`config.mk`:
```
export PLATFORM = sky130hd
export DESIGN_NAME = maze_move_ctrl_flat
export DESIGN_NICKNAME = d
export VERILOG_FILES = /design/src/rtl/maze_move_ctrl_pkg.sv /design/src/rtl/maze_move_ctrl_if.sv /design/src/rtl/maze_move_ctrl_btn_sync_edge.sv /design/src/rtl/maze_move_ctrl.sv /design/src/flat_wrapper.sv
export SDC_FILE = /design/constraint.sdc
export NUM_CORES = 1
export LEC_CHECK = 0
export CAP_MARGIN = 25
export CELL_PAD_IN_SITES_DETAIL_PLACEMENT = 1
export CELL_PAD_IN_SITES_GLOBAL_PLACEMENT = 1
export CORE_MARGIN = 4
export CORE_UTILIZATION = 45
export DETAILED_ROUTE_END_ITERATION = 12
export MAX_ROUTING_LAYER = met4
export PLACE_DENSITY_LB_ADDON = 0.1
export SLEW_MARGIN = 10
export SYNTH_ARGS = -nofsm -noshare
export SYNTH_HDL_FRONTEND = slang
export SYNTH_SLANG_ARGS = --single-unit
```
`constraint.sdc`:
```
create_clock -name clk -period 4.3 [get_ports clk]
set_input_delay 0.645 -clock clk [delete_from_list [all_inputs] [get_ports clk]]
set_output_delay 0.645 -clock clk [all_outputs]
set_load 0.02 [all_outputs]
```
`src/rtl/maze_move_ctrl_pkg.sv`:
```
// ---------------------------------------------------------------------------
// maze_pkg
// Shared types and constants for the maze movement controller:
//   state_t  - controller states (IDLE, LOOKUP, WAIT, PEND, WON)
//   dir_t    - direction codes (DIR_UP=0, DIR_DOWN=1, DIR_LEFT=2, DIR_RIGHT=3)
//   BTN_*    - bit index of each button in the synchronised button vector
//   GRID_BITS_DEF / ROW_* / COL_* - default grid size and position fields
// ---------------------------------------------------------------------------
package maze_pkg;

    localparam int GRID_BITS_DEF = 4;
    localparam int POS_W_DEF     = 2 * GRID_BITS_DEF;

    // player_pos = {row, col}
    localparam int COL_LSB = 0;
    localparam int COL_MSB = GRID_BITS_DEF - 1;
    localparam int ROW_LSB = GRID_BITS_DEF;
    localparam int ROW_MSB = POS_W_DEF - 1;

    typedef enum logic [2:0] {
        IDLE   = 3'd0,
        LOOKUP = 3'd1,
        WAIT   = 3'd2,
        PEND   = 3'd3,
        WON    = 3'd4
    } state_t;

    typedef enum logic [1:0] {
        DIR_UP    = 2'd0,
        DIR_DOWN  = 2'd1,
        DIR_LEFT  = 2'd2,
        DIR_RIGHT = 2'd3
    } dir_t;

    // Direction buttons occupy the low bits in priority order (up highest).
    localparam int BTN_UP      = 0;
    localparam int BTN_DOWN    = 1;
    localparam int BTN_LEFT    = 2;
    localparam int BTN_RIGHT   = 3;
    localparam int BTN_RESTART = 4;
    localparam int NUM_BTN     = 5;

endpackage

```
`src/rtl/maze_move_ctrl_if.sv`:
```
// ---------------------------------------------------------------------------
// maze_move_ctrl_if
// Bundles the controller's buttons, display and wall-memory signals.
//   slave  : the controller (buttons/vblank/maze_wall in; memory read,
//            player_pos, move_count, bump, game_won out)
//   master : the surrounding system driving buttons, vblank and wall data
// ---------------------------------------------------------------------------
interface maze_move_ctrl_if #(
    parameter int GRID_BITS = 4,
    parameter int COUNT_W   = 16
) ();
    logic                     btn_up;
    logic                     btn_down;
    logic                     btn_left;
    logic                     btn_right;
    logic                     btn_restart;
    logic                     vblank;
    logic                     maze_rd;
    logic [2*GRID_BITS-1:0]   maze_addr;
    logic                     maze_wall;
    logic [2*GRID_BITS-1:0]   player_pos;
    logic [COUNT_W-1:0]       move_count;
    logic                     bump;
    logic                     game_won;

    modport slave (
        input  btn_up, btn_down, btn_left, btn_right, btn_restart,
        input  vblank, maze_wall,
        output maze_rd, maze_addr, player_pos, move_count, bump, game_won
    );

    modport master (
        output btn_up, btn_down, btn_left, btn_right, btn_restart,
        output vblank, maze_wall,
        input  maze_rd, maze_addr, player_pos, move_count, bump, game_won
    );
endinterface

```
`src/rtl/maze_move_ctrl_btn_sync_edge.sv`:
```
// ---------------------------------------------------------------------------
// btn_sync_edge
// Two-flop synchroniser for an asynchronous button level followed by a
// registered rising-edge pulse (one clk cycle wide).
//   clk    : system clock
//   reset  : asynchronous, active-low reset
//   i_btn  : debounced button level, asynchronous to clk
//   o_edge : one-cycle pulse on a synchronised 0->1 transition
// ---------------------------------------------------------------------------
module btn_sync_edge (
    input  logic clk,
    input  logic reset,
    input  logic i_btn,
    output logic o_edge
);
    logic       r_sync1;
    logic       r_sync2;
    logic       r_prev;
    logic       r_edge;
    // Warm-up shift: the synchroniser and history flop come out of reset
    // holding 0, which would fake a rising edge for a button already held
    // down. Edges are only trusted once r_prev holds a real sample.
    logic [2:0] r_arm;

    always_ff @(posedge clk or negedge reset) begin
        if (!reset) begin
            r_sync1 <= 1'b0;
            r_sync2 <= 1'b0;
            r_prev  <= 1'b0;
            r_edge  <= 1'b0;
            r_arm   <= 3'b000;
        end else begin
            r_sync1 <= i_btn;
            r_sync2 <= r_sync1;
            r_prev  <= r_sync2;
            r_arm   <= {r_arm[1:0], 1'b1};
            r_edge  <= r_arm[2] & r_sync2 & ~r_prev;
        end
    end

    assign o_edge = r_edge;
endmodule

```
`src/rtl/maze_move_ctrl.sv`:
```
// ---------------------------------------------------------------------------
// maze_move_ctrl
// Turns button edges into validated player moves: checks grid bounds, reads
// the target cell from the wall memory, and commits the new position only
// while the display is in vertical blanking. Counts moves and flags the win.
//   clk    : system clock
//   reset  : asynchronous, active-low reset
//   bus    : maze_move_ctrl_if.slave
//            in : btn_up/down/left/right/restart, vblank, maze_wall
//            out: maze_rd, maze_addr, player_pos, move_count, bump, game_won
// ---------------------------------------------------------------------------
module maze_move_ctrl
    import maze_pkg::*;
#(
    parameter int                     GRID_BITS = GRID_BITS_DEF,
    parameter logic [2*GRID_BITS-1:0] START_POS = '0,
    parameter logic [2*GRID_BITS-1:0] GOAL_POS  = '1,
    parameter int                     COUNT_W   = 16
) (
    input  logic             clk,
    input  logic             reset,
    maze_move_ctrl_if.slave  bus
);
    localparam int                   POS_W     = 2 * GRID_BITS;
    localparam logic [GRID_BITS-1:0] COORD_MAX = '1;

    // ---------------- button synchronisers ----------------
    logic [NUM_BTN-1:0] w_btn_level;
    logic [NUM_BTN-1:0] w_btn_edge;

    assign w_btn_level[BTN_UP]      = bus.btn_up;
    assign w_btn_level[BTN_DOWN]    = bus.btn_down;
    assign w_btn_level[BTN_LEFT]    = bus.btn_left;
    assign w_btn_level[BTN_RIGHT]   = bus.btn_right;
    assign w_btn_level[BTN_RESTART] = bus.btn_restart;

    generate
        for (genvar gi = 0; gi < NUM_BTN; gi++) begin : g_btn
            btn_sync_edge u_sync (
                .clk    (clk),
                .reset  (reset),
                .i_btn  (w_btn_level[gi]),
                .o_edge (w_btn_edge[gi])
            );
        end
    endgenerate

    logic w_restart;
    logic w_dir_any;
    assign w_restart = w_btn_edge[BTN_RESTART];
    assign w_dir_any = |w_btn_edge[BTN_RIGHT:BTN_UP];

    // ---------------- state ----------------
    state_t             r_state, w_state_next;
    logic [POS_W-1:0]   r_pos, w_pos_next;
    logic [POS_W-1:0]   r_target, w_target_next;
    logic [COUNT_W-1:0] r_count, w_count_next;
    logic               r_bump, w_bump_next;  // boundary rejection, shows at E+1

    // ---------------- direction decode and target ----------------
    dir_t                 w_dir;
    logic [GRID_BITS-1:0] w_row, w_col;
    logic [GRID_BITS-1:0] w_cand_row, w_cand_col;
    logic                 w_blocked;
    logic [POS_W-1:0]     w_cand;

    assign w_row  = r_pos[POS_W-1:GRID_BITS];
    assign w_col  = r_pos[GRID_BITS-1:0];
    assign w_cand = {w_cand_row, w_cand_col};

    always_comb begin
        w_dir = DIR_RIGHT;
        if (w_btn_edge[BTN_UP])        w_dir = DIR_UP;
        else if (w_btn_edge[BTN_DOWN]) w_dir = DIR_DOWN;
        else if (w_btn_edge[BTN_LEFT]) w_dir = DIR_LEFT;
    end

    // No wrap-around: stepping off the grid is flagged instead of computed.
    always_comb begin
        w_cand_row = w_row;
        w_cand_col = w_col;
        w_blocked  = 1'b0;
        case (w_dir)
            DIR_UP:    if (w_row == '0)        w_blocked = 1'b1;
                       else                    w_cand_row = w_row - 1'b1;
            DIR_DOWN:  if (w_row == COORD_MAX) w_blocked = 1'b1;
                       else                    w_cand_row = w_row + 1'b1;
            DIR_LEFT:  if (w_col == '0)        w_blocked = 1'b1;
                       else                    w_cand_col = w_col - 1'b1;
            default:   if (w_col == COORD_MAX) w_blocked = 1'b1;
                       else                    w_cand_col = w_col + 1'b1;
        endcase
    end

    // ---------------- FSM ----------------
    always_ff @(posedge clk or negedge reset) begin
        if (!reset) begin
            r_state  <= IDLE;
            r_pos    <= START_POS;
            r_target <= '0;
            r_count  <= '0;
            r_bump   <= 1'b0;
        end else begin
            r_state  <= w_state_next;
            r_pos    <= w_pos_next;
            r_target <= w_target_next;
            r_count  <= w_count_next;
            r_bump   <= w_bump_next;
        end
    end

    logic                w_maze_rd;
    logic [POS_W-1:0]    w_maze_addr;
    logic                w_bump;
    logic                w_game_won;

    always_comb begin
        w_state_next  = r_state;
        w_pos_next    = r_pos;
        w_target_next = r_target;
        w_count_next  = r_count;
        w_bump_next   = 1'b0;
        w_maze_rd     = 1'b0;
        w_maze_addr   = '0;
        w_bump        = r_bump;
        w_game_won    = 1'b0;

        // State-decoded outputs. A lookup already in LOOKUP still issues its
        // read when restart lands; only its result is thrown away.
        case (r_state)
            LOOKUP: begin
                w_maze_rd   = 1'b1;
                w_maze_addr = r_target;
            end
            WAIT:    if (bus.maze_wall) w_bump = 1'b1;
            WON:     w_game_won = 1'b1;
            default: ;
        endcase

        if (w_restart) begin
            // Restart overrides everything, including a rejection pulse.
            w_state_next = IDLE;
            w_pos_next   = START_POS;
            w_count_next = '0;
            w_bump       = 1'b0;
        end else begin
            case (r_state)
                IDLE: begin
                    if (w_dir_any) begin
                        if (w_blocked) begin
                            w_bump_next = 1'b1;
                        end else begin
                            w_target_next = w_cand;
                            w_state_next  = LOOKUP;
                        end
                    end
                end
                LOOKUP: w_state_next = WAIT;
                WAIT:   w_state_next = bus.maze_wall ? IDLE : PEND;
                PEND: begin
                    // Commit only in blanking so the display never tears.
                    if (bus.vblank) begin
                        w_pos_next = r_target;
                        if (r_count != '1) w_count_next = r_count + 1'b1;
                        w_state_next = (r_target == GOAL_POS) ? WON : IDLE;
                    end
                end
                WON:     w_state_next = WON;
                default: w_state_next = IDLE;
            endcase
        end
    end

    assign bus.maze_rd    = w_maze_rd;
    assign bus.maze_addr  = w_maze_addr;
    assign bus.player_pos = r_pos;
    assign bus.move_count = r_count;
    assign bus.bump       = w_bump;
    assign bus.game_won   = w_game_won;
endmodule

```
`src/flat_wrapper.sv`:
```
// flat-port wrapper written by rule: the top's interface ports become plain ports
module maze_move_ctrl_flat import maze_pkg::*;
#(
    parameter int                     GRID_BITS = GRID_BITS_DEF,
    parameter logic [2*GRID_BITS-1:0] START_POS = '0,
    parameter logic [2*GRID_BITS-1:0] GOAL_POS  = '1,
    parameter int                     COUNT_W   = 16
)
  (clk, reset, bus_btn_up, bus_btn_down, bus_btn_left, bus_btn_right, bus_btn_restart, bus_vblank, bus_maze_wall, bus_maze_rd, bus_maze_addr, bus_player_pos, bus_move_count, bus_bump, bus_game_won);
  maze_move_ctrl_if #(.GRID_BITS(GRID_BITS), .COUNT_W(COUNT_W)) bus_i ();
  input  logic clk;
  input  logic reset;
  input wire logic [$bits(bus_i.btn_up)-1:0] bus_btn_up;
  input wire logic [$bits(bus_i.btn_down)-1:0] bus_btn_down;
  input wire logic [$bits(bus_i.btn_left)-1:0] bus_btn_left;
  input wire logic [$bits(bus_i.btn_right)-1:0] bus_btn_right;
  input wire logic [$bits(bus_i.btn_restart)-1:0] bus_btn_restart;
  input wire logic [$bits(bus_i.vblank)-1:0] bus_vblank;
  input wire logic [$bits(bus_i.maze_wall)-1:0] bus_maze_wall;
  output wire logic [$bits(bus_i.maze_rd)-1:0] bus_maze_rd;
  output wire logic [$bits(bus_i.maze_addr)-1:0] bus_maze_addr;
  output wire logic [$bits(bus_i.player_pos)-1:0] bus_player_pos;
  output wire logic [$bits(bus_i.move_count)-1:0] bus_move_count;
  output wire logic [$bits(bus_i.bump)-1:0] bus_bump;
  output wire logic [$bits(bus_i.game_won)-1:0] bus_game_won;
  assign bus_i.btn_up = bus_btn_up;
  assign bus_i.btn_down = bus_btn_down;
  assign bus_i.btn_left = bus_btn_left;
  assign bus_i.btn_right = bus_btn_right;
  assign bus_i.btn_restart = bus_btn_restart;
  assign bus_i.vblank = bus_vblank;
  assign bus_i.maze_wall = bus_maze_wall;
  assign bus_maze_rd = bus_i.maze_rd;
  assign bus_maze_addr = bus_i.maze_addr;
  assign bus_player_pos = bus_i.player_pos;
  assign bus_move_count = bus_i.move_count;
  assign bus_bump = bus_i.bump;
  assign bus_game_won = bus_i.game_won;
  maze_move_ctrl #(.GRID_BITS(GRID_BITS), .START_POS(START_POS), .GOAL_POS(GOAL_POS), .COUNT_W(COUNT_W)) u_core (.clk(clk), .reset(reset), .bus(bus_i));
endmodule
```
## Word level (Yosys, flattened, before mapping)

Cells that the tools add are included.

| operators by class | value |
|---|---|
| shifts and indexed selects | 0 |
| $mul | 0 |
| add/sub/neg operators | 5 |
| bitwise logic cells | 17 |
| divide/modulo/power cells | 0 |
| mux-type cells | 38 |
| reduce and logical (&&, ||, !) cells | 13 |
| order comparisons | 0 |
| eq/ne operators | 13 |

Operator list:

| cell | count |
|---|---|
| 2-to-1 mux 16 bit | 4 |
| 2-to-1 mux 8 bit | 4 |
| adder 16 x 1 -> 16 bit (second input constant) | 1 |
| 2-to-1 mux 4 bit | 4 |
| inequality test 16 bit (second input constant) | 1 |
| one-hot mux 4 bit (2 select lines) | 2 |
| 2-to-1 mux 3 bit | 5 |
| one-hot mux 3 bit (5 select lines) | 1 |
| 2-to-1 mux 1 bit | 14 |
| bitwise AND 1 bit | 10 |
| adder 4 x 1 -> 4 bit (second input constant) | 2 |
| == test 4 bit (second input constant) | 2 |
| == test 8 bit (second input constant) | 1 |
| logical NOT 4 bit | 2 |
| subtractor 4 x 1 -> 4 bit (second input constant) | 2 |
| NOT 1 bit | 7 |
| == test 3 x 2 -> 1 bit (second input constant) | 2 |
| 2-to-1 mux 2 bit | 3 |
| inequality test 3 bit (second input constant) | 2 |
| AND reduction 3 bit | 2 |
| nonzero test 2 bit | 3 |
| AND reduction 4 bit | 1 |
| OR reduction 4 bit | 1 |
| == test 3 x 1 -> 1 bit (second input constant) | 1 |
| other kinds (9) | 9 |

| word-level totals | value |
|---|---|
| output and inout bits | 35 |
| logic and storage cells | 116 |
| memories kept | 0 |
| latch bits | 0 |
| register bits | 71 |
| memory bits (writable) | 0 |
| ROM bits | 0 |

## Longest topological paths before layout

Gate-level depths: netlist (run 1).

| logic depth | value |
|---|---|
| depth after elaboration | 9 |
| gate-level depth with buffers | 7 |
| depth with buffers taken out | 7 |

## Cells and area by module

Synthesis (run 1) repeated with hierarchy kept, for this count alone.

| unflattened totals | value |
|---|---|
| cells, all modules | 318 |
| area, all modules | 3389.5 µm² |

By module, submodules not included:

| module | sequential area each (µm²) | area each (µm²) | instances | cells an instance |
|---|---|---|---|---|
| maze_move_ctrl | 900.9 | 2451.1 | 1 | 273 |
| btn_sync_edge | 175.2 | 187.7 | 5 | 9 |

## Worst setup path after synthesis (run 1)

Ideal clock, no wire load.

| timing path | value |
|---|---|
| path kind | register to output |
| start point | register u_core.r_state[1] |
| end point | output port bus_maze_addr[0] |
| cell stages (with the launch flop) | 4 |
| path slack | 2.004 ns |
| path buffers | 1 |
| data required time | 3.655 ns |
| arrival | 1.651 ns |
| cells stage by stage | dfrtp_1 -> buf_4 -> nor3b_1 -> and2_1 |

| on the way | value |
|---|---|
| longest elaborated chain between the ends | 2 |

RTL lines:

| element | RTL line | text |
|---|---|---|
| start, declared | maze_move_ctrl.sv:54 | `state_t r_state, w_state_next;` |
| start signal, assigned | maze_move_ctrl.sv:104 | `r_state <= w_state_next;` |
| == test 3 x 1 -> 1 bit | maze_move_ctrl.sv:130 | `case (r_state)` |
| 2-to-1 mux 8 bit | maze_move_ctrl.sv:130 |  |
| end, declared | flat_wrapper.sv:21 | `output wire logic [$bits(bus_i.maze_addr)-1:0] bus_maze_addr;` |

No other way between the ends.

## Final worst setup path (run 1)

| timing path | value |
|---|---|
| start point | register u_core.r_state[1] |
| end point | output port bus_maze_addr[1] |

Same word-level chain as after synthesis.

==> metrics.md, run 1 <==
| Metric | Value |
|---|---|
| Routed WL | approximately 6900 um |
| Synth Area in XOR/XNOR | approximately 3.2% |
| Area growth syn-to-layout | 21.21% |
| CTS buffer count | 9 |
| Max FO, Critical Path | 10 |
| Setup TNS | 0 ns |
| Die width | between 90 and 100 um |
| Register area share after synthesis | between 40% and 50% |
| Multi-input logic area | 1399 um2 |
| F_max | 0.3324 GHz |
| Initial Utilization | between 40 and 50% |
| Routability congestion estimate | ~0.76 |
| Most common cell after layout, fill and taps aside | dfrtp_1 |
| DR vias/cell | about 5.6 |
| Synth Area per Inst | 10.91 um2 |
| Clock root buffer | clkbuf_8 |
| Post-cts resize count | 0 |
| Worst min-delay path class | primary input to asynchronous set/reset pin |
| DR WL/cell | ~17 um |
| Commonest cells after routing, fill and taps aside | dfrtp_1 (59), clkdlybuf4s50_1 (42), nor2_1 (32) |
| DRC violations left | 0 |
| Yosys Warn Count | 0 |
| Syn nets | a little under 300 |
| Overall power | 1655 uW |
| First-pass GRT wire length | ~12000 um |
| Clk slew on worst S/H paths | about 0.070 ns |
| Die area | ~8100 um2 |
| Initial antenna violation count | 0 |
| Post-route minimum period | between 3 and 4 ns |
| EDFF count, synth | 0 |
| Final Hold Vio Count | 0 |
| Slew at the pin closest to its max-slew limit | between 0.9 and 1 ns |
| CTS max path bufs | 2 |
| Hold buffers post-CTS | 0 |
| Core Area | around 6500 um2 |
| Clock Latency Late Sink | ~0.33 ns |
| Layout cells sized above 1 | between 10% and 20% |
| Row cnt | 29 |
| IR drop worst, VDD | roughly 290 uV |
| Ratio of final minimum period to clock period | a little over two thirds |
| Status | finished clean |
| Setup Buffers After CTS | 0 |
| Antenna Cells | 0 |
| Largest net degree at the start of global routing | 33 |
| Yosys reg bits | between 50 and 60 |
| Post-synthesis mux area share | under 10% |
| Cell Area, Synth | between 3000 and 4000 um2 |
| DRT antenna net count | 0 |
| Final net count | 335 |
| CP Launch Type | register |
| Adder-cell area share of the yosys netlist | under 10% |
| Total gr overflow | 0 |
| Main combinational cell family by area after synthesis | simple AND/OR/NAND/NOR gates |
| Synth Instances | between 200 and 300 |
| Aggregate global-route resource usage | between 10% and 20% |
| Clock Skew | 0.008008 ns |
| FFs w/ async S/R, synth | 100.0% |
| Clk sinks | between 50 and 60 |
| PD cells | 450.2 nW/um2 |
| Commonest register cell after synthesis | dfrtp_1 |
| Io pins | 44 |
| Arrival @ worst endpoint | 2.36 ns |
| Crit end category | primary output |
| Simple-Gate Fraction of Synth Area | about 22% |
| Slack of the critical path | ~1.3 ns |
| Synth Area in Compound Gates | 12.71% |
| Final setup viols | 0 |
| Vias in the first global route | approximately 2.3k |
| Static Leakage | about 0.0015 uW |
| Port bufs | 43 |
| FILL cells | 699 |
| Max-slew headroom | between 30 and 40% |
| DR iter-0 viols | 81 |
| CP required | between 3 and 4 ns |
| Max Transition Viols Final | 0 |
| Die height | 90.08 um |
| Crit path kind | register to primary output |
| Yosys cell types | between 50 and 60 |
| Router iterations before antenna repair | 4 |
| RSZ-0062 raised after global routing | no |
| FF+latch area | 1476 um2 |
| Dpl hpwl | approximately 4800 um |
| TritonCTS clock tree | yes |
| Htree depth | 3 |
| Vias after detailed routing | 2264 |
| Min Hold Slack | a little over 0.3 ns |
| MaxCap Viol Count | 0 |
| DP Worst Slack | about 1.6 ns |
worst max-delay path, stage by stage, from the launching register on:
cell and delay, ns:
dfrtp_1 0.49, nor3b_1 0.71, and2_1 0.23, clkdlybuf4s50_1 0.61
synthesized netlist by cell type, drive strengths merged (4+ instances only):
| master | n | area share (%) |
|---|---|---|
| a2111oi | 4 | 1.7 |
| a211oi | 5 | 1.2 |
| a21oi | 7 | 1.2 |
| a22o | 8 | 2.3 |
| and2 | 9 | 1.9 |
| and3 | 4 | 0.99 |
| buf | 11 | 3.5 |
| dfrtp | 59 | 49 |
| ha | 5 | 2.1 |
| inv | 10 | 1.2 |
| mux2 | 7 | 3.2 |
| mux2i | 10 | 3.3 |
| nand2 | 18 | 2.5 |
| nand2b | 6 | 1.2 |
| nand3 | 8 | 1.3 |
| nand4 | 7 | 1.4 |
| nor2 | 33 | 4.3 |
| nor2b | 4 | 1.1 |
| nor3 | 6 | 0.99 |
| nor3b | 4 | 0.99 |
| nor4 | 5 | 1.5 |
| o21ai | 7 | 1.2 |
| xnor2 | 11 | 3.2 |
metal layers:
metal | vias to the layer above | GRT usage, % | wire length (um)
met4 | 0 | 8.036 | 127
li1 | 1080 | - | -
met2 | 46 | 29.87 | 3349
met3 | 10 | 3.923 | 200
met1 | 1128 | 23.49 | 3204
met5 | - | - | 0
flip-flops by register name, summed over array words and instances (netlist names):
register and flops:
u_core.r_state 3, u_core.g_btn.u_sync.r_prev 5, u_core.bus.player_pos 8, u_core.bus.move_count 16
u_core.g_btn.u_sync.o_edge 5, u_core.r_target 8, u_core.g_btn.u_sync.r_arm 3, u_core.g_btn.u_sync.r_sync1 5
u_core.g_btn.u_sync.r_sync2 5, u_core.r_bump 1
area by class of cell:
type / count / share of cell area (%)
Sequential cell: 59 / 40.18
Timing Repair Buffer: 46 / 12.19
Tap cell: 77 / 2.622
Inverter: 10 / 1.021
Multi-Input combinational cell: 195 / 38.07
Clock buffer: 10 / 3.473
Clock inverter: 6 / 2.451
power breakdown:
part	leakage [uW]	switching, uW	internal, uW	total (uW)
Clock	0.000106	222	327	549
Combinational	0.000666	199	198	397
Sequential	0.000770	93.8	615	709
Total	0.00154	515	1140	1650
worst paths after layout:
check / startpoint / endpoint / slack (ns) / depth (start not counted)
max: u_core.r_state[1]$_DFFE_PN0P_ / bus_maze_addr[1] / 1.29 / 3
max in group asynchronous: reset / u_core.bus.move_count[6]$_DFFE_PN0P_ / 3.14 / 2
max reg2reg: u_core.g_btn[4].u_sync.o_edge$_DFF_PN0_ / u_core.bus.move_count[12]$_DFFE_PN0P_ / 1.80 / 5
min reg2reg: u_core.g_btn[0].u_sync.r_arm[1]$_DFF_PN0_ / u_core.g_btn[0].u_sync.r_arm[2]$_DFF_PN0_ / 0.35 / 0
min in group clk: u_core.g_btn[0].u_sync.r_arm[1]$_DFF_PN0_ / u_core.g_btn[0].u_sync.r_arm[2]$_DFF_PN0_ / 0.35 / 0
min: reset / u_core.g_btn[0].u_sync.r_sync1$_DFF_PN0_ / 0.31 / 1
through the flow:
stage	area, um2	util (%)	std cells
5_1_grt	3675	56.90	403
6_report	3675	56.90	403
3_3_place_gp	3450	53.41	386
4_1_cts	3667	56.78	402
3_5_place_dp	3450	53.41	386
2_1_floorplan	3032	-	278
cell families (layout without fill, tap and decap cells):
logic type | after synthesis | after routing
AOI/OAI and AO/OA | 47 | 47
xor gates and xnor gates | 11 | 11
adders and majority gates | 5 | 5
buffers and inverters | 24 | 72
DFF | 59 | 59
muxes | 17 | 17
other | 1 | 1
and+or+nand+nor | 114 | 114
(Power assumes the default switching activity.)
==> run 2, diff against run 1 <==
--- a/config.mk
+++ b/config.mk
@@ -9,7 +9,7 @@
 export CELL_PAD_IN_SITES_DETAIL_PLACEMENT = 1
 export CELL_PAD_IN_SITES_GLOBAL_PLACEMENT = 1
 export CORE_MARGIN = 4
-export CORE_UTILIZATION = 45
+export CORE_UTILIZATION = 43
 export DETAILED_ROUTE_END_ITERATION = 12
 export MAX_ROUTING_LAYER = met4
 export PLACE_DENSITY_LB_ADDON = 0.1
==> constraint.sdc (replaced) <==
create_clock -name clk -period 3 [get_ports clk]
set_input_delay 0.45 -clock clk [delete_from_list [all_inputs] [get_ports clk]]
set_output_delay 0.45 -clock clk [all_outputs]
set_load 0.02 [all_outputs]
==> run 2 against run 1 <==
Against the previous run:
- worst hold slack lost 0.19 ns
- clock power increased by 30%
- via count shrank 0.53%
- count of clock-buffer cells in the layout is the same
- combinational power rose by 55%
- register-to-register slack lost 1.1 ns
- sequential share of layout area fell by 0.35 points
- final cell count is 5.7% higher
- routed wire length up 0.45%
- setup slack got worse by 0.78 ns
- die area grew 4.2%
- first-iteration DRC count decreased by 30%
- largest cell class unchanged
==> metrics.md, run 2 (same netlist as run 1, synthesis figures left out) <==
| Metric | Value |
|---|---|
| Status | finished clean (unchanged) |
| DP Worst Slack | 0.5197 ns (was 1.624 ns) |
| DR vias/cell | 5.286 (was 5.618) |
| Port bufs | 43 (unchanged) |
| Setup Buffers After CTS | 0 (unchanged) |
| CP Launch Type | register (unchanged) |
| Routability congestion estimate | 0.7997 (was 0.7633) |
| Layout cells sized above 1 | 14.55% (was 13.19%) |
| CTS max path bufs | 2 (unchanged) |
| Core Area | 6832 um2 (was 6459 um2) |
| Static Leakage | 0.001564 uW (was 0.001543 uW) |
| Clk sinks | 59 (unchanged) |
| Design Area, Final | 3707 um2 (was 3675 um2) |
| Slack of the critical path | 0.5071 ns (was 1.292 ns) |
| Final Hold Vio Count | 0 (unchanged) |
| Io pins | 44 (unchanged) |
| Antenna Cells | 0 (unchanged) |
| Post-route minimum period | ~2.5 ns |
| Router iterations before antenna repair | 4 (unchanged) |
| Setup TNS | 0 ns (unchanged) |
| Die area | 8458 um2 (was 8114 um2) |
| Crit path kind | register to primary output (unchanged) |
| DRC violations left | 0 (unchanged) |
| DP Area | 3515 um2 (was 3450 um2) |
| DR iter-0 viols | 57 (was 81) |
| CP required | 2.55 ns (was 3.65 ns) |
| Die height | 91.97 um (was 90.08 um) |
| Total gr overflow | 0 (unchanged) |
| Max-slew headroom | 52.67% (was 37.87%) |
| Aggregate global-route resource usage | 18.23% (was 18.85%) |
| Final setup viols | 0 (unchanged) |
| F_max | between 0.4 and 0.5 GHz |
| IR drop worst, VDD | 297.1 uV (was 291.8 uV) |
| DRT antenna net count | 0 (unchanged) |
| Final net count | 339 (was 335) |
| Vias after detailed routing | 2252 (was 2264) |
| FILL cells | 750 (was 699) |
| DR WL/cell | 16.23 um (was 17.07 um) |
| RSZ-0062 raised after global routing | no (unchanged) |
| Max FFs per register | 16 (unchanged) |
| Htree depth | 3 (unchanged) |
| Largest net degree at the start of global routing | 34 (was 33) |
| Vias in the first global route | 2328 (was 2339) |
| Worst reg-to-reg path cell count | 7 (was 5) |
| Slowest CP cell | clkdlybuf4s50_1 (was nor3b_1) |
| MaxCap Viol Count | 0 (unchanged) |
| Max FO, Critical Path | 9 (was 10) |
| Initial Utilization | 44.38% (was 46.94%) |
| Clock root buffer | clkbuf_8 (unchanged) |
| Arrival @ worst endpoint | 2.04 ns (was 2.36 ns) |
| Clock Latency Late Sink | 0.34 ns (was 0.33 ns) |
| Hold buffers post-CTS | 0 (unchanged) |
| TritonCTS clock tree | yes (unchanged) |
| Post-layout util | 54.27% (was 56.90%) |
| Max incr delay on CP | 0.60 ns (was 0.71 ns) |
| Die width | 91.97 um (was 90.08 um) |
| Clock Skew | 0.007574 ns (was 0.008008 ns) |
| Area growth syn-to-layout | 22.29% (was 21.21%) |
| Routed WL | 6912 um (was 6881 um) |
| Ratio of final minimum period to clock period | between 80% and 90% |
| Max Transition Viols Final | 0 (unchanged) |
| Min Hold Slack | 0.1205 ns (was 0.3108 ns) |
| Slew at the pin closest to its max-slew limit | 0.7073 ns (was 0.9319 ns) |
| Most common cell after layout, fill and taps aside | dfrtp_1 (unchanged) |
| Post-cts resize count | 0 (unchanged) |
| Worst min-delay path class | primary input to asynchronous set/reset pin (unchanged) |
| First-pass GRT wire length | 11930 um (was 11880 um) |
| CTS buffer count | 9 (unchanged) |
| Crit-path cells | nor3b_1 > buf_4 > and2_1 > clkdlybuf4s50_1 (was nor3b_1 > and2_1 > clkdlybuf4s50_1) |
| Row cnt | 30 (was 29) |
| Crit end category | primary output (unchanged) |
| PD cells | 629.3 nW/um2 (was 450.2 nW/um2) |
| Commonest cells after routing, fill and taps aside | dfrtp_1 (59), clkdlybuf4s50_1 (42), nor2_1 (32) (unchanged) |
| Clk slew on worst S/H paths | 0.07 ns (about the same) |
| Dpl hpwl | 5061 um (was 4814 um) |
| Initial antenna violation count | 0 (unchanged) |
[run 2: cell count changes in the layout (fill, tap and decap cells not counted), sizes merged]
cell / change
buf: +4
clkinv: +2
clkinvlp: -1
bufinv: -1
[run 2: power breakdown]
part / switching (uW) / internal, uW / leakage, uW
clock network: 316 / 398 / 0.000106
logic: 311 / 304 / 0.000688
registers: 122 / 882 / 0.000770
[run 2: final cells by class]
cell class / instances / area, um2 / area share (%)
clock buffer: 10 / 137.6 / 3.712
clock inverter: 6 / 55.05 / 1.485
inverter: 10 / 37.54 / 1.012
multi-input combinational: 195 / 1399 / 37.73
sequential: 59 / 1476 / 39.82
tap: 96 / 120.1 / 3.240
timing repair buffer: 50 / 481.7 / 12.99
[run 2: routing by layer]
metal	global-route usage [%]	up-vias	part of all wire [%]	wire, um
met2	28.04	39	48	3328
li1	-	1078	-	-
met5	-	-	0	0
met3	3.199	9	3.4	236
met4	7.426	0	1.7	116
met1	23.96	1126	47	3230
[run 2: path summary, 6_finish.rpt]
path,start,endpoint,slack (ns)
hold / removal,reset,u_core.r_target[5]$_DFFE_PN0P_,0.12
setup reg to reg,u_core.bus.player_pos[1]$_DFFE_PN0P_,u_core.r_target[0]$_DFFE_PN0P_,0.72
max in group asynchronous,reset,u_core.g_btn[1].u_sync.o_edge$_DFF_PN0_,2.03
min in group clk,u_core.g_btn[0].u_sync.r_sync1$_DFF_PN0_,u_core.g_btn[0].u_sync.r_sync2$_DFF_PN0_,0.35
hold reg to reg,u_core.g_btn[0].u_sync.r_sync1$_DFF_PN0_,u_core.g_btn[0].u_sync.r_sync2$_DFF_PN0_,0.35
setup / recovery,u_core.r_state[0]$_DFFE_PN0P_,bus_maze_addr[1],0.51
[run 2: critical path, delay by kind of cell, from the launching register on]
kind	cells	cell delay, ns
DFF	1	0.52
buffers and inverters	2	0.79
and+or+nand+nor	2	0.39
[run 2: per-stage QoR]
step | total power (uW) | instances
floorplan | 1396 | 278
global placement | 1613 | 409
detailed placement | 1641 | 410
CTS | 2364 | 426
global route | 2482 | 426
finish | 2333 | 426
==> run 3, diff against run 2 <==
--- a/config.mk
+++ b/config.mk
@@ -9,7 +9,7 @@
 export CELL_PAD_IN_SITES_DETAIL_PLACEMENT = 1
 export CELL_PAD_IN_SITES_GLOBAL_PLACEMENT = 1
 export CORE_MARGIN = 4
-export CORE_UTILIZATION = 43
+export CORE_UTILIZATION = 39
 export DETAILED_ROUTE_END_ITERATION = 12
 export MAX_ROUTING_LAYER = met4
 export PLACE_DENSITY_LB_ADDON = 0.1
==> constraint.sdc (replaced) <==
create_clock -name clk -period 2.2 [get_ports clk]
set_input_delay 0.33 -clock clk [delete_from_list [all_inputs] [get_ports clk]]
set_output_delay 0.33 -clock clk [all_outputs]
set_load 0.02 [all_outputs]
==> run 3 against run 2 <==
Against the previous run:
- via count rose by 3.5%
- register-to-register slack worse by 0.60 ns
- die area up 9.3%
- critical endpoint is now bus_maze_rd
- first-iteration DRC count rose by 74%
==> metrics.md, run 3 (same netlist as run 1, synthesis figures left out) <==
| Metric | Value |
|---|---|
| Slew at the pin closest to its max-slew limit | 0.8324 ns (was 0.7073 ns) |
| Crit path kind | register to primary output (unchanged) |
| Core Area | 7408 um2 (was 6832 um2) |
| Aggregate global-route resource usage | 17.53% (was 18.23%) |
| Hold Path Sink | u_core.g_btn[0].u_sync.r_arm[1]$_DFF_PN0_ |
| Design Area, Final | 3826 um2 (was 3707 um2) |
| M2 GR Usage | 26.28% (was 28.04%) |
| Initial Utilization | 40.92% (was 44.38%) |
| M1 GR Usage | 23.20% (was 23.96%) |
| FF+latch area | 1476 um2 (unchanged) |
| DR iter-0 viols | 99 (was 57) |
| Worst min-delay path class | register to register (was primary input to asynchronous set/reset pin) |
| Clock Skew | 0.007240 ns (was 0.007574 ns) |
| Max-slew headroom | 44.30% (was 52.67%) |
| Crit-path cells | nor3b_1 > buf_4 > clkdlybuf4s50_1 (was nor3b_1 > buf_4 > and2_1 > clkdlybuf4s50_1) |
| DRT antenna net count | 0 (unchanged) |
| Row cnt | 31 (was 30) |
| Final std cells w/o fill | 446 (was 426) |
| Worst reg2reg path startpoint | u_core.bus.player_pos[5]$_DFFE_PN0P_ (was u_core.bus.player_pos[1]$_DFFE_PN0P_) |
| Setup slack, reg-to-reg | 0.12 ns (was 0.72 ns) |
| Initial antenna violation count | 0 (unchanged) |
| Setup Buffers After CTS | 0 (unchanged) |
| Dpl hpwl | 5308 um (was 5061 um) |
| Vias after detailed routing | 2330 (was 2252) |
| Post-route minimum period | 2.101 ns |
| Die height | 96.17 um (was 91.97 um) |
| Met3 Use GR | 5.395% (was 3.199%) |
| Io pins | 44 (unchanged) |
| Router iterations before antenna repair | 4 (unchanged) |
| Max Transition Viols Final | 0 (unchanged) |
| Final net count | 356 (was 339) |
| Top Usage Layer GRT | met2 (unchanged) |
| Hold Startpoint | u_core.g_btn[0].u_sync.r_arm[0]$_DFF_PN0_ |
| Vias in the first global route | 2329 (was 2328) |
| Max incr delay on CP | 0.61 ns (was 0.60 ns) |
| RSZ-0062 raised after global routing | no (unchanged) |
| CTS max path bufs | 2 (unchanged) |
| Top delay family on crit path | buffers and inverters (unchanged) |
| Clock Latency Late Sink | 0.35 ns (was 0.34 ns) |
| DR vias/cell | 5.224 (was 5.286) |
| Crit end category | primary output (unchanged) |
| Area growth syn-to-layout | 26.21% (was 22.29%) |
| Port bufs | 43 (unchanged) |
| Multi-input logic area | 1399 um2 (unchanged) |
| Clock root buffer | clkbuf_8 (unchanged) |
| Htree depth | 3 (unchanged) |
| Endpoint of the worst-slack reg-to-reg timing path | u_core.r_target[4]$_DFFE_PN0P_ (was u_core.r_target[0]$_DFFE_PN0P_) |
| Total gr overflow | 0 (unchanged) |
| DR WL/cell | 16.29 um (was 16.23 um) |
| Slowest CP cell | clkdlybuf4s50_1 (unchanged) |
| Ratio of final minimum period to clock period | between 90 and 100% |
| DP Area | 3635 um2 (was 3515 um2) |
| Static Leakage | 0.001680 uW (was 0.001564 uW) |
| Final setup viols | 0 (unchanged) |
| Status | finished clean (unchanged) |
| Clk sinks | 59 (unchanged) |
| PD cells | 843.3 nW/um2 (was 629.3 nW/um2) |
| Commonest cells after routing, fill and taps aside | dfrtp_1 (59), nor2_1 (32), clkdlybuf4s50_1 (32) (was dfrtp_1 (59), clkdlybuf4s50_1 (42), nor2_1 (32)) |
| First-pass GRT wire length | 11900 um (was 11930 um) |
| DRC violations left | 0 (unchanged) |
| DP Cell Count | 429 (was 410) |
| Arrival @ worst endpoint | 1.77 ns (was 2.04 ns) |
| CP bufs+invs | 2 (unchanged) |
| CP Launch Type | register (unchanged) |
| Max FO, Critical Path | 9 (unchanged) |
| Routed WL | 7267 um (was 6912 um) |
| Clk slew on worst S/H paths | 0.07 ns (about the same) |
| Die area | 9248 um2 (was 8458 um2) |
| TritonCTS clock tree | yes (unchanged) |
| Layout cells sized above 1 | 18.16% (was 14.55%) |
| Largest net degree at the start of global routing | 25 (was 34) |
| F_max | roughly 0.48 GHz |
| CP required | 1.87 ns (was 2.55 ns) |
| Overall power | 3226 uW (was 2333 uW) |
| Worst reg-to-reg path cell count | 7 (unchanged) |
| FILL cells | 822 (was 750) |
| MaxCap Viol Count | 0 (unchanged) |
| Most common cell after layout, fill and taps aside | dfrtp_1 (unchanged) |
| Final Hold Vio Count | 0 (unchanged) |
| Hold-critical path depth | 0 |
| IR drop worst, VDD | 532.8 uV (was 297.1 uV) |
| Max FFs per register | 16 (unchanged) |
| Routability congestion estimate | 0.8179 (was 0.7997) |
| Antenna Cells | 0 (unchanged) |
| CTS buffer count | 9 (unchanged) |
| Die width | 96.17 um (was 91.97 um) |
[run 3: cell types whose count changed in the layout (fill, tap and decap cells not counted), sizes merged]
cell | previous run | this run
clkinvlp | 0 | 3
clkdlybuf4s50 | 42 | 32
clkinv | 5 | 2
dlygate4sd2 | 0 | 10
buf | 8 | 24
dlygate4sd3 | 0 | 1
[run 3: cell type report]
class,count,area share [%]
clock buffer,10,3.336
clock inverter,6,1.733
inverter,10,0.9810
multi-input combinational,195,36.56
sequential,59,38.59
tap,99,3.237
timing repair buffer,67,15.57
[run 3: layer usage]
layer / vias to the layer above / routed length (um) / part of all wire (%)
met5: - / 0 / 0
met4: 0 / 54 / 0.74
met3: 4 / 295 / 4.1
met2: 51 / 3389 / 47
met1: 1157 / 3528 / 49
li1: 1118 / - / -
[run 3: worst max path at each step]
stage          slack [ns]                              endpoint  cells past startpoint                            startpoint
5_1_grt             0.003        u_core.r_target[5]$_DFFE_PN0P_                      7  u_core.bus.player_pos[5]$_DFFE_PN0P_
6_report              0.1                           bus_maze_rd                      3         u_core.r_state[1]$_DFFE_PN0P_
4_1_cts              0.08                           bus_maze_rd                      3         u_core.r_state[1]$_DFFE_PN0P_
3_3_place_gp        -0.06  u_core.bus.move_count[3]$_DFFE_PN0P_                      7                            bus_vblank
3_5_place_dp        -0.12  u_core.bus.move_count[2]$_DFFE_PN0P_                      7                            bus_vblank
2_1_floorplan        0.06        u_core.r_target[0]$_DFFE_PN0P_                      7  u_core.bus.player_pos[0]$_DFFE_PN0P_
[run 3: where the power goes]
group / switching, uW / leakage (uW) / total, uW / internal [uW]
Combinational: 491 / 0.000821 / 931 / 440
Sequential: 113 / 0.000770 / 1320 / 1200
Clock: 457 / 0.0000885 / 979 / 522
[run 3: stage by stage]
step | setup TNS, ns | hold WS (ns) | utilization (%) | setup WS, ns
after floorplan | 0 | 0.03441 | - | 0.05507
after global placement | -0.1442 | 0.3334 | 49.06 | -0.05784
after CTS | 0 | 0.3526 | 51.65 | 0.07713
after global routing | 0 | 0.3651 | 51.65 | 0.002663
after detailed placement | -0.5067 | 0.3363 | 49.06 | -0.1223
final | 0 | 0.3469 | 51.65 | 0.09871
[run 3: repair_timing]
item | in CTS | in global routing
endpoints found under the hold margin | 22 | 0
hold buffers | 1 | 0
endpoints found under the setup margin | 10 | 0
gates resized for setup | 10 | 0
